$ cat src/rtl/cpu_pkg.sv
// Shared definitions for the 8-bit accumulator CPU: opcodes, controller
// state encoding, accumulator source select and ALU operation codes.
package cpu_pkg;

  // Instruction opcodes (IR[7:4]); 4'hA..4'hE are undefined.
  localparam logic [3:0] OP_NOP   = 4'h0;
  localparam logic [3:0] OP_LOAD  = 4'h1;
  localparam logic [3:0] OP_STORE = 4'h2;
  localparam logic [3:0] OP_ADD   = 4'h3;
  localparam logic [3:0] OP_SUB   = 4'h4;
  localparam logic [3:0] OP_AND   = 4'h5;
  localparam logic [3:0] OP_OR    = 4'h6;
  localparam logic [3:0] OP_LDI   = 4'h7;
  localparam logic [3:0] OP_JMP   = 4'h8;
  localparam logic [3:0] OP_JZ    = 4'h9;
  localparam logic [3:0] OP_HALT  = 4'hF;

  // Accumulator write-data source.
  localparam logic [1:0] ACC_SRC_ALU = 2'd0;
  localparam logic [1:0] ACC_SRC_MEM = 2'd1;
  localparam logic [1:0] ACC_SRC_IMM = 2'd2;

  // ALU operations; the ALU opcodes 3..6 map onto these as opcode-3.
  localparam logic [2:0] ALU_ADD = 3'd0;
  localparam logic [2:0] ALU_SUB = 3'd1;
  localparam logic [2:0] ALU_AND = 3'd2;
  localparam logic [2:0] ALU_OR  = 3'd3;

  // Controller states.
  typedef enum logic [2:0] {
    S_RESET  = 3'd0,
    S_FETCH  = 3'd1,
    S_LOADIR = 3'd2,
    S_DECODE = 3'd3,
    S_MEMRD  = 3'd4,
    S_EXEC   = 3'd5,
    S_MEMWR  = 3'd6,
    S_HALT   = 3'd7
  } state_t;

  // True for the opcodes whose operand comes from memory and goes through the ALU.
  function automatic logic is_alu_op(input logic [3:0] op);
    return (op == OP_ADD) || (op == OP_SUB) || (op == OP_AND) || (op == OP_OR);
  endfunction

  // True for every opcode the CPU implements.
  function automatic logic is_defined_op(input logic [3:0] op);
    return (op <= OP_JZ) || (op == OP_HALT);
  endfunction

  // ALU operation code for an ALU opcode (ADD..OR -> 0..3).
  function automatic logic [2:0] alu_code(input logic [3:0] op);
    logic [3:0] diff;
    diff = op - OP_ADD;
    return diff[2:0];
  endfunction

endpackage

$ cat src/rtl/cpu_controller.sv
// Multi-cycle control FSM for the 8-bit accumulator CPU.
// Sequences fetch -> IR load -> decode -> (memory read/execute | memory write)
// and decodes the datapath strobes from the current state (plus opcode in
// DECODE/EXEC). Outputs are purely state-decoded so an asynchronous reset
// removes every enable immediately.
module cpu_controller
  import cpu_pkg::*;
#(
  parameter int MEM_WAIT = 1
) (
  input  logic       clock,
  input  logic       reset,
  input  logic [3:0] opcode,
  input  logic       zero_flag,
  output logic       mem_read,
  output logic       mem_write,
  output logic       addr_sel,
  output logic       LoadIR,
  output logic       pc_inc,
  output logic       pc_load,
  output logic       load_acc,
  output logic [1:0] acc_src,
  output logic [2:0] alu_op,
  output logic       halted,
  output logic       illegal_op
);

  localparam int CW = $clog2(MEM_WAIT + 1);
  localparam logic [CW-1:0] WAIT_LAST = CW'(MEM_WAIT - 1);

  state_t        state;
  state_t        state_next;
  logic [CW-1:0] wait_cnt;
  logic [CW-1:0] wait_cnt_next;

  // State and memory-wait counter registers.
  always_ff @(posedge clock or posedge reset) begin
    if (reset) begin
      state    <= S_RESET;
      wait_cnt <= '0;
    end else begin
      state    <= state_next;
      wait_cnt <= wait_cnt_next;
    end
  end

  // Next-state and wait-counter logic; counter runs only in FETCH/MEMRD.
  always_comb begin
    state_next    = state;
    wait_cnt_next = '0;
    case (state)
      S_RESET: begin
        state_next = S_FETCH;
      end
      S_FETCH: begin
        if (wait_cnt == WAIT_LAST) begin
          state_next = S_LOADIR;
        end else begin
          wait_cnt_next = wait_cnt + CW'(1);
        end
      end
      S_LOADIR: begin
        state_next = S_DECODE;
      end
      S_DECODE: begin
        if (opcode == OP_STORE) begin
          state_next = S_MEMWR;
        end else if (opcode == OP_LOAD || is_alu_op(opcode)) begin
          state_next = S_MEMRD;
        end else if (opcode == OP_HALT) begin
          state_next = S_HALT;
        end else begin
          // NOP, LDI, JMP, JZ and undefined opcodes finish here.
          state_next = S_FETCH;
        end
      end
      S_MEMRD: begin
        if (wait_cnt == WAIT_LAST) begin
          state_next = S_EXEC;
        end else begin
          wait_cnt_next = wait_cnt + CW'(1);
        end
      end
      S_EXEC: begin
        state_next = S_FETCH;
      end
      S_MEMWR: begin
        state_next = S_FETCH;
      end
      S_HALT: begin
        state_next = S_HALT;
      end
      default: begin
        state_next = S_RESET;
      end
    endcase
  end

  // Datapath strobes decoded from the current state (and opcode where needed).
  always_comb begin
    mem_read   = 1'b0;
    mem_write  = 1'b0;
    addr_sel   = 1'b0;
    LoadIR     = 1'b0;
    pc_inc     = 1'b0;
    pc_load    = 1'b0;
    load_acc   = 1'b0;
    acc_src    = ACC_SRC_ALU;
    alu_op     = ALU_ADD;
    halted     = 1'b0;
    illegal_op = 1'b0;
    case (state)
      S_RESET: begin
        halted = 1'b0;
      end
      S_FETCH: begin
        mem_read = 1'b1;
        addr_sel = 1'b0;
      end
      S_LOADIR: begin
        LoadIR = 1'b1;
        pc_inc = 1'b1;
      end
      S_DECODE: begin
        case (opcode)
          OP_LDI: begin
            load_acc = 1'b1;
            acc_src  = ACC_SRC_IMM;
          end
          OP_JMP: begin
            pc_load = 1'b1;
          end
          OP_JZ: begin
            pc_load = zero_flag;
          end
          default: begin
            illegal_op = ~is_defined_op(opcode);
          end
        endcase
      end
      S_MEMRD: begin
        mem_read = 1'b1;
        addr_sel = 1'b1;
      end
      S_EXEC: begin
        load_acc = 1'b1;
        if (opcode == OP_LOAD) begin
          acc_src = ACC_SRC_MEM;
        end else begin
          acc_src = ACC_SRC_ALU;
          alu_op  = alu_code(opcode);
        end
      end
      S_MEMWR: begin
        mem_write = 1'b1;
        addr_sel  = 1'b1;
      end
      S_HALT: begin
        halted = 1'b1;
      end
      default: begin
        halted = 1'b0;
      end
    endcase
  end

endmodule

$ cat config.mk
export PLATFORM = sky130hd
export DESIGN_NAME = cpu_controller
export DESIGN_NICKNAME = d
export VERILOG_FILES = /design/src/rtl/cpu_pkg.sv /design/src/rtl/cpu_controller.sv
export SDC_FILE = /design/constraint.sdc
export NUM_CORES = 1
export LEC_CHECK = 0
export ABC_AREA = 1
export CORE_AREA = 3 3 40 42
export DETAILED_ROUTE_END_ITERATION = 7
export DIE_AREA = 0 0 43 45
export SYNTH_ARGS = -nofsm -noshare
export SYNTH_HDL_FRONTEND = slang
export SYNTH_SLANG_ARGS = --single-unit
$ cat constraint.sdc
create_clock -name clock -period 1.04 [get_ports clock]
set_input_delay 0.208 -clock clock [delete_from_list [all_inputs] [get_ports clock]]
set_output_delay 0.208 -clock clock [all_outputs]
set_load 0.03 [all_outputs]
==> flow_summary_export.csv <==
group,metric,value,unit
run_status,status,"finished, violations left",
run_status,violations,"negative setup slack",
timing,drv_slew,0,
layout,final_common_cell,"buf_4",
synth,syn_nets,68,
place,hpwl,1010,µm
clock_network,hold_buffers,0,
power,irDropWorstVdd,0.00123,V
drt,drt-total-wl,1170,µm
drt,initialDrtViolationCount,3,
clock_network,root_buffer,"clkbuf_4",
synth,synthesis.yosys.warnings,0,
synth,syn_area,353,µm²
floorplan,die_x,43,µm
synth,seq_area_frac_synth,21.3,%
grt,grt_max_degree,6,
critical_path,cp_data_arrival_time,1.35,ns
synth,synth_area_per_cell,5.78,µm²
layout,area_growth,143,%
floorplan,start_util,27.5,%
timing,clock-skew-final,0.00118,ns
layout,n_antenna_cell,0,
critical_path,cpMostUsedCell,"inv_2",
layout,nets,111,
clock_network,path_clk_slew,0.04,ns
clock_network,clkLatencyLatePin,0.23,ns
drt,drtAntennaViolNets,0,
worst_hold_path,hold_path_class,"primary input to asynchronous set/reset pin",
timing,layout_min_cycle_time,1.56,ns
drt,firstDrtPassIters,4,
layout,drive_gt1_share,61.2,%
timing,setup_ws,-0.519,ns
drt,routedWlPerCell,9.88,µm
critical_path,cp_max_fo,3,
layout,layout_common_cells,"buf_4, nand2_1, buf_6, inv_1, nor2_4",
critical_path,r2r_slack,-0.25,ns
floorplan,ios,21,
grt,grt_pass1_wl,2000,µm
synth,synthCells,61,
floorplan,coreArea,1280,µm²
critical_path,timing.rr.end,"state[2]",
timing,max_slew_margin,83.1,%
drt,vias_per_cell,4.37,
critical_path,path_class,"flop to output pin",
layout,fin_cells,118,
timing,rsz0062_at_grt,"true",
timing,fin_hold_ws,0.146,ns
power,total_power,1.90,mW
drt,vias,516,
critical_path,critPathCaptureType,"output pin",
critical_path,r2r_cells,9,
place,port_buffers,20,
clock_network,clock-sinks,3,
timing,setup_tns,-6.02,ns
place,place_congestion,0.771,
floorplan,die_y,45,µm
clock_network,cts_buffers,3,
layout,largest-register,"state",
clock_network,htree_levels,1,
critical_path,path_cells,"inv_2 > nand2_4 > nor2_4 > inv_2 > nor3_4 > or2_4 > buf_6",
timing,hold_viol,0,
timing,fin_crit_sh,150,%
layout,reg_top3,"state x3",
place,placed_cells,112,
clock_network,cts_tree,"built",
critical_path,r2r_start,"state[2]",
flow_run,drv_cap,0,
floorplan,rows,13,
layout,largest_register_ffs,3,
power,power_density,2220,nW/µm²
synth,yosysUniqueCellTypes,17,
grt,grt_usage,13.9,%
place,dp_slack,-0.702,ns
grt,antenna_found_initial,0,
critical_path,critical_path.max_stage_delay,0.38,ns
timing,max_freq,641,MHz
timing,setup_viol,16,
critical_path,critPathSlowestCell,"dfrtp_1",
critical_path,start_kind,"flop",
power,p_leak,0.433,nW
grt,grt_pass1_vias,486,
drt,route.detailed.drc,0,
timing,tightest_slew,0.253,ns
floorplan,dieArea,1940,µm²
clock_network,cts.path.max_buffers,2,
synth,yosys_register_bits,3,
critical_path,worstPathRequired,0.83,ns
grt,grt_overflow_total,0,
## per-stage QoR
stage / area [µm²] / util [%]
after floorplan: 410 / -
after global placement: 714 / 55.6
after detailed placement: 714 / 55.6
after CTS: 821 / 63.9
after global routing: 856 / 66.6
final: 856 / 66.6
## what timing repair did
item | 4_1_cts | 5_1_grt
hold endpoints to repair | 0 | 0
gates cloned | 0 | 0
resized for setup | 23 | 12
endpoints found under the setup margin | 17 | 17
setup buffers | 3 | 1
pin swaps | 4 | 3
## area by class of cell
cell class	instances	area (µm²)
clock buffer	4	26.3
fill	125	429
inverter	13	48.8
multi-input combinational	44	337
sequential	3	77.6
tap	15	18.8
timing repair buffer	39	348
## metal layers
layer / vias up / track usage, % / part of all wire (%)
li1: 273 / - / -
met1: 225 / 16.7 / 40
met2: 14 / 24.0 / 53
met3: 4 / 2.39 / 4.5
met4: 0 / 7.23 / 2.6
met5: - / 0 / 0
## cells in the mapped netlist (all sizes together)
master,count,share of area [%]
o21ai,2,2.8
nand2,16,18
nor2,11,14
o211ai,2,4.3
nand3b,1,2.1
nor3,6,13
buf,1,2.1
dfrtp,3,21
or2,1,1.8
inv,13,14
nand3,2,2.8
a21oi,3,4.3
## how the worst max path moves through the flow
stage / depth (start not counted) / to / from / slack [ns]
after floorplan: 6 / load_acc / state[2] / -0.43
after global placement: 5 / load_acc / opcode[0] / -0.66
after detailed placement: 7 / alu_op[1] / opcode[0] / -0.70
after CTS: 4 / alu_op[2] / state[1] / -0.50
after global routing: 7 / load_acc / state[2] / -0.61
final: 7 / load_acc / state[2] / -0.52
## power breakdown
group / switching, mW / leakage (nW) / total [mW] / internal [mW]
combinational: 0.800 / 0.383 / 1.44 / 0.643
sequential: 0.0700 / 0.0343 / 0.249 / 0.179
clock: 0.0614 / 0.0150 / 0.205 / 0.144
## worst max-delay path, delay by kind of cell, from the launching register on
| family | cells | cell delay, ns |
|---|---|---|
| buffers and inverters | 3 | 0.30 |
| AND/OR/NAND/NOR | 4 | 0.42 |
| flip-flops | 1 | 0.38 |
## cells by family (layout without fill, tap and decap cells)
logic type	count (synthesis)	in the layout	synth area share, %
compound gates	7	7	11.3
buf+inv	14	56	16.0
simple gates	37	37	51.4
flops	3	3	21.3
Power figures use the tool's default switching activity.
